$ cat src/rtl/arith_select_buf_if.sv
// Handshake bundle for arith_select_buf: condition, true/false operand inputs and
// the buffered result output. The slave modport is the select stage itself.
interface arith_select_buf_if #(
    parameter int WIDTH = 32
);
    // valid/ready: a token moves on any rising edge where valid and ready are
    // both high; a producer holds valid and data stable until that happens.
    logic             cond_valid;
    logic             cond_ready;
    logic             cond_data;
    logic             t_valid;
    logic             t_ready;
    logic [WIDTH-1:0] t_data;
    logic             f_valid;
    logic             f_ready;
    logic [WIDTH-1:0] f_data;
    logic             result_valid;
    logic             result_ready;
    logic [WIDTH-1:0] result_data;

    modport slave (
        input  cond_valid, cond_data, t_valid, t_data, f_valid, f_data, result_ready,
        output cond_ready, t_ready, f_ready, result_valid, result_data
    );

    modport master (
        output cond_valid, cond_data, t_valid, t_data, f_valid, f_data, result_ready,
        input  cond_ready, t_ready, f_ready, result_valid, result_data
    );
endinterface

$ cat src/rtl/arith_select_buf.sv
// arith.select join stage: consumes cond/t/f together, forwards the selected operand
// into a 2-entry elastic buffer. Input readies never depend on result_ready.
module arith_select_buf #(
    parameter int WIDTH = 32
) (
    input  logic                  clk,
    input  logic                  rst,
    arith_select_buf_if.slave     bus,
    output logic [1:0]            o_dbg_count
);
    logic [WIDTH-1:0] r_mem [0:1];
    logic             r_wr_ptr;
    logic             r_rd_ptr;
    logic [1:0]       r_count;

    logic             w_space;
    logic             w_all_v;
    logic             w_push;
    logic             w_pop;
    logic             w_result_valid;
    logic [WIDTH-1:0] w_sel_data;
    logic [1:0]       w_count_nxt;

    // Readies are forced low during reset so nothing is consumed while flushing.
    always_comb begin
        w_space = (r_count != 2'd2);
        w_all_v = bus.cond_valid & bus.t_valid & bus.f_valid;
        w_push  = w_all_v & w_space & ~rst;
        w_result_valid = (r_count != 2'd0) & ~rst;
        w_pop   = w_result_valid & bus.result_ready;
        w_sel_data = bus.cond_data ? bus.t_data : bus.f_data;
    end

    always_comb begin
        w_count_nxt = r_count;
        case ({w_push, w_pop})
            2'b10:   w_count_nxt = r_count + 2'd1;
            2'b01:   w_count_nxt = r_count - 2'd1;
            default: w_count_nxt = r_count;
        endcase
    end

    always_ff @(posedge clk) begin
        if (rst) begin
            r_mem[0] <= '0;
            r_mem[1] <= '0;
            r_wr_ptr <= 1'b0;
            r_rd_ptr <= 1'b0;
            r_count  <= 2'd0;
        end else begin
            if (w_push) begin
                r_mem[r_wr_ptr] <= w_sel_data;
                r_wr_ptr        <= ~r_wr_ptr;
            end
            if (w_pop) begin
                r_rd_ptr <= ~r_rd_ptr;
            end
            r_count <= w_count_nxt;
        end
    end

    always_comb begin
        bus.cond_ready   = w_space & ~rst & bus.t_valid & bus.f_valid;
        bus.t_ready      = w_space & ~rst & bus.cond_valid & bus.f_valid;
        bus.f_ready      = w_space & ~rst & bus.cond_valid & bus.t_valid;
        bus.result_valid = w_result_valid;
        bus.result_data  = rst ? '0 : r_mem[r_rd_ptr];
        o_dbg_count      = r_count;
    end
endmodule

$ cat src/flat_wrapper.sv
// flat-port wrapper written by rule: the top's interface ports become plain ports
module arith_select_buf_flat 
#(
    parameter int WIDTH = 32
)
  (clk, rst, o_dbg_count, bus_cond_valid, bus_cond_data, bus_t_valid, bus_t_data, bus_f_valid, bus_f_data, bus_result_ready, bus_cond_ready, bus_t_ready, bus_f_ready, bus_result_valid, bus_result_data);
  arith_select_buf_if #(.WIDTH(WIDTH)) bus_i ();
  input  logic clk;
  input  logic rst;
  output logic [1:0] o_dbg_count;
  input wire logic [$bits(bus_i.cond_valid)-1:0] bus_cond_valid;
  input wire logic [$bits(bus_i.cond_data)-1:0] bus_cond_data;
  input wire logic [$bits(bus_i.t_valid)-1:0] bus_t_valid;
  input wire logic [$bits(bus_i.t_data)-1:0] bus_t_data;
  input wire logic [$bits(bus_i.f_valid)-1:0] bus_f_valid;
  input wire logic [$bits(bus_i.f_data)-1:0] bus_f_data;
  input wire logic [$bits(bus_i.result_ready)-1:0] bus_result_ready;
  output wire logic [$bits(bus_i.cond_ready)-1:0] bus_cond_ready;
  output wire logic [$bits(bus_i.t_ready)-1:0] bus_t_ready;
  output wire logic [$bits(bus_i.f_ready)-1:0] bus_f_ready;
  output wire logic [$bits(bus_i.result_valid)-1:0] bus_result_valid;
  output wire logic [$bits(bus_i.result_data)-1:0] bus_result_data;
  assign bus_i.cond_valid = bus_cond_valid;
  assign bus_i.cond_data = bus_cond_data;
  assign bus_i.t_valid = bus_t_valid;
  assign bus_i.t_data = bus_t_data;
  assign bus_i.f_valid = bus_f_valid;
  assign bus_i.f_data = bus_f_data;
  assign bus_i.result_ready = bus_result_ready;
  assign bus_cond_ready = bus_i.cond_ready;
  assign bus_t_ready = bus_i.t_ready;
  assign bus_f_ready = bus_i.f_ready;
  assign bus_result_valid = bus_i.result_valid;
  assign bus_result_data = bus_i.result_data;
  arith_select_buf #(.WIDTH(WIDTH)) u_core (.clk(clk), .rst(rst), .bus(bus_i), .o_dbg_count(o_dbg_count));
endmodule
$ cat config.mk
export PLATFORM = sky130hd
export DESIGN_NAME = arith_select_buf_flat
export DESIGN_NICKNAME = d
export VERILOG_FILES = /design/src/rtl/arith_select_buf_if.sv /design/src/rtl/arith_select_buf.sv /design/src/flat_wrapper.sv
export SDC_FILE = /design/constraint.sdc
export NUM_CORES = 1
export LEC_CHECK = 0
export CAP_MARGIN = 15
export CELL_PAD_IN_SITES_DETAIL_PLACEMENT = 2
export CELL_PAD_IN_SITES_GLOBAL_PLACEMENT = 2
export CORE_ASPECT_RATIO = 0.8
export CORE_UTILIZATION = 32
export DETAILED_ROUTE_END_ITERATION = 10
export MAX_ROUTING_LAYER = met4
export PLACE_DENSITY_LB_ADDON = 0.1
export RECOVER_POWER = 25
export SYNTH_ARGS = -nofsm -noshare
export SYNTH_HDL_FRONTEND = slang
export SYNTH_SLANG_ARGS = --single-unit
$ cat constraint.sdc
create_clock -name clk -period 3.75 [get_ports clk]
set_input_delay 0.75 -clock clk [delete_from_list [all_inputs] [get_ports clk]]
set_output_delay 0.75 -clock clk [all_outputs]
set_load 0.02 [all_outputs]
==> reports/results.ini <==
[clock_tree]
cts_sinks = 69
cts_tree = done
cts.path.max_buffers = 2
cts_post_setup_buffers_inserted = 0
holdBufCountCts = 0
cts_max_level = 3
clk_pin_slew_ns = 0.06
post_cts_resized = 0
cts-root-buf = clkbuf_16
cts_made_buffers = 9
insertion_delay_ns = 0.33

[floorplanning]
io_pins = 109
die_w_um = 118
floorplan.initialDensity_pct = 33.2
rows = 33
dieArea_um2 = 11200
core_area_um2 = 10400
dieHeight_um = 94.8

[logic_synthesis]
synth_edf_count = 64
ys_warn_count = 0
ys_ff_latch = 69
yosysTopAreaCellShare_pct = 55.8
yosysMostFrequentCell = nor2_1
ys.flop_type = edfxtp_1
synth.area.top_cells = edfxtp_1 56%, mux2i_1 19%, nor2_1 7.4%
async_flop_share_pct = 0
yosysUniqueCellTypes = 29
synthCells = 278
synth_top_area_cell = edfxtp_1
seq_area_frac_synth_pct = 58.7
synth_area_per_cell_um2 = 12.4
ys_top_cells_by_count = 68 x nor2_1, 66 x mux2i_1, 64 x edfxtp_1, 27 x nor2_2, 10 x clkbuf_1
syn-cell-area_um2 = 3440
synth_nets = 350

[worst_setup_path]
reg2reg_to = u_core.r_mem[1][7]
startpoint_type = input port
worstSetupEndpointType = register
worstPathMaxFanout = 35
arrival_ns = 3.09
setup.worst_path.class = in -> reg
reg2regPathDepth = 4
worstReg2RegStart = u_core.o_dbg_count[0]
r2r_slack_ns = 1.29
crit_start = rst
required_ns = 3.76
crit_end = u_core.r_mem[1][7]

[drt]
wire_per_inst_um = 17.5
vias = 2474
ant_nets = 0
drtIter0Drc = 44
firstDrtPassIters = 4
drt-vias-per-instance = 4.70
wl_um = 9230
drt_drc_violations_left = 0

[pwr]
powerDensity_nw_per_um2 = 438
peakVddDrop_uv = 230
p_leak_nw = 1.77
power_mw = 2.17

[final_layout]
fin_area_um2 = 4950
n_antenna_cell = 0
area_growth_pct = 43.8
drive_above_1_share_pct = 14.5
fin_nets = 453

[grt]
grt_pass1_wl_um = 14900
grt_max_degree = 36
grt_usage_pct = 18.4
overflow = 0
grt_pass1_vias = 2760
antenna_found_initial = 0

[sta]
grt_setup_unrepaired = no
tightest_slew_ns = 1.66
worst_slack_ns = 0.660
fmax_mhz = 324
drv_slew = 33
tns_ns = 0
period_share_pct = 82.4
clock_skew_ns = 0.00436
hold_viol_final = 0
period_needed_ns = 3.09
worst_hold_slack_ns = 0.515
relSlewSlack_pct = -10.5
finalSetupViolations = 0

[placement]
pre_cts_slack_ns = 0.728
hpwl_um = 6010
io_buffers = 108
gp_congestion = 0.675
dpl_cell_area_um2 = 4630

[job]
cap_violations = 1

[run_status]
violations = max-capacitance violations, max-slew violations
outcome = finished with violations

[min_path]
hold_path.class = reg -> reg

[flip-flops by register name, summed over array words and instances, names as in the netlist, named ones only]
signal              count
u_core.o_dbg_count      2
u_core.r_mem           64
u_core.r_rd_ptr         1
u_core.r_wr_ptr         1
[kinds of logic (layout without fill, tap and decap cells)]
| kind of cell | count (synthesis) | count (layout) | synth area share (%) |
|---|---|---|---|
| fa+ha+maj | 1 | 1 | 0.363 |
| mux | 66 | 66 | 19.2 |
| compound gates | 5 | 5 | 0.944 |
| simple gates | 113 | 113 | 16.7 |
| flops | 69 | 69 | 58.7 |
| buf+inv | 22 | 130 | 3.63 |
| xor+xnor | 2 | 2 | 0.509 |
[cells in the final DEF (no fill, tap or decap), drive strengths merged, types with 2 or more instances in the layout]
cell type and n:
a21oi 2, buf 5, bufinv 3, clkbuf 12
clkdlybuf4s50 103, clkinv 2, dfxtp 5, dlygate4sd3 3
edfxtp 64, mux2i 66, nand2b 4, nor2 98
nor3b 2
[report_power, final]
group | switching, mW | total (mW) | internal (mW) | leakage, nW
Clock | 0.320 | 0.969 | 0.650 | 0.163
Combinational | 0.150 | 0.306 | 0.156 | 0.927
Sequential | 0.0135 | 0.894 | 0.881 | 0.681
Total | 0.483 | 2.17 | 1.69 | 1.77
[worst max-delay path, stage by stage]
cell,delay [ns]
buf_2,0.54
and3b_1,0.27
nand4_1,0.13
clkbuf_1,1.22
nor2_1,0.16
[metrics by stage]
stage          std cells  util (%)
2_1_floorplan        278         -
6_report             526      47.8
5_1_grt              526      47.8
4_1_cts              526      47.9
3_5_place_dp         510      44.6
3_3_place_gp         510      44.6
[worst min-delay path by stage]
stage	start	endpoint	slack, ns	cells after the start
global route	u_core.r_rd_ptr	register	0.51	1
global placement	u_core.r_rd_ptr	register	0.44	1
CTS	u_core.r_rd_ptr	register	0.51	1
finish	u_core.r_rd_ptr	register	0.51	1
detailed placement	u_core.r_rd_ptr	register	0.46	1
floorplan	u_core.r_rd_ptr	register	0.44	1
[final cells by class]
class	count	area [um^2]
Multi-Input combinational cell	187	1300
Sequential cell	69	2020
Fill cell	1040	5410
Clock inverter	6	111
Clock buffer	10	229
Inverter	1	3.75
Timing Repair Buffer	113	1110
Tap cell	140	175
[metal layers]
metal  GRT usage [%]  vias up  share of wire, %
met2            33.2       64                52
met3            5.07        7               4.2
met1            20.3     1228                43
li1                -     1175                 -
met4            4.49        0              0.98
met5               -        -                 0
(Power assumes the default switching activity.)
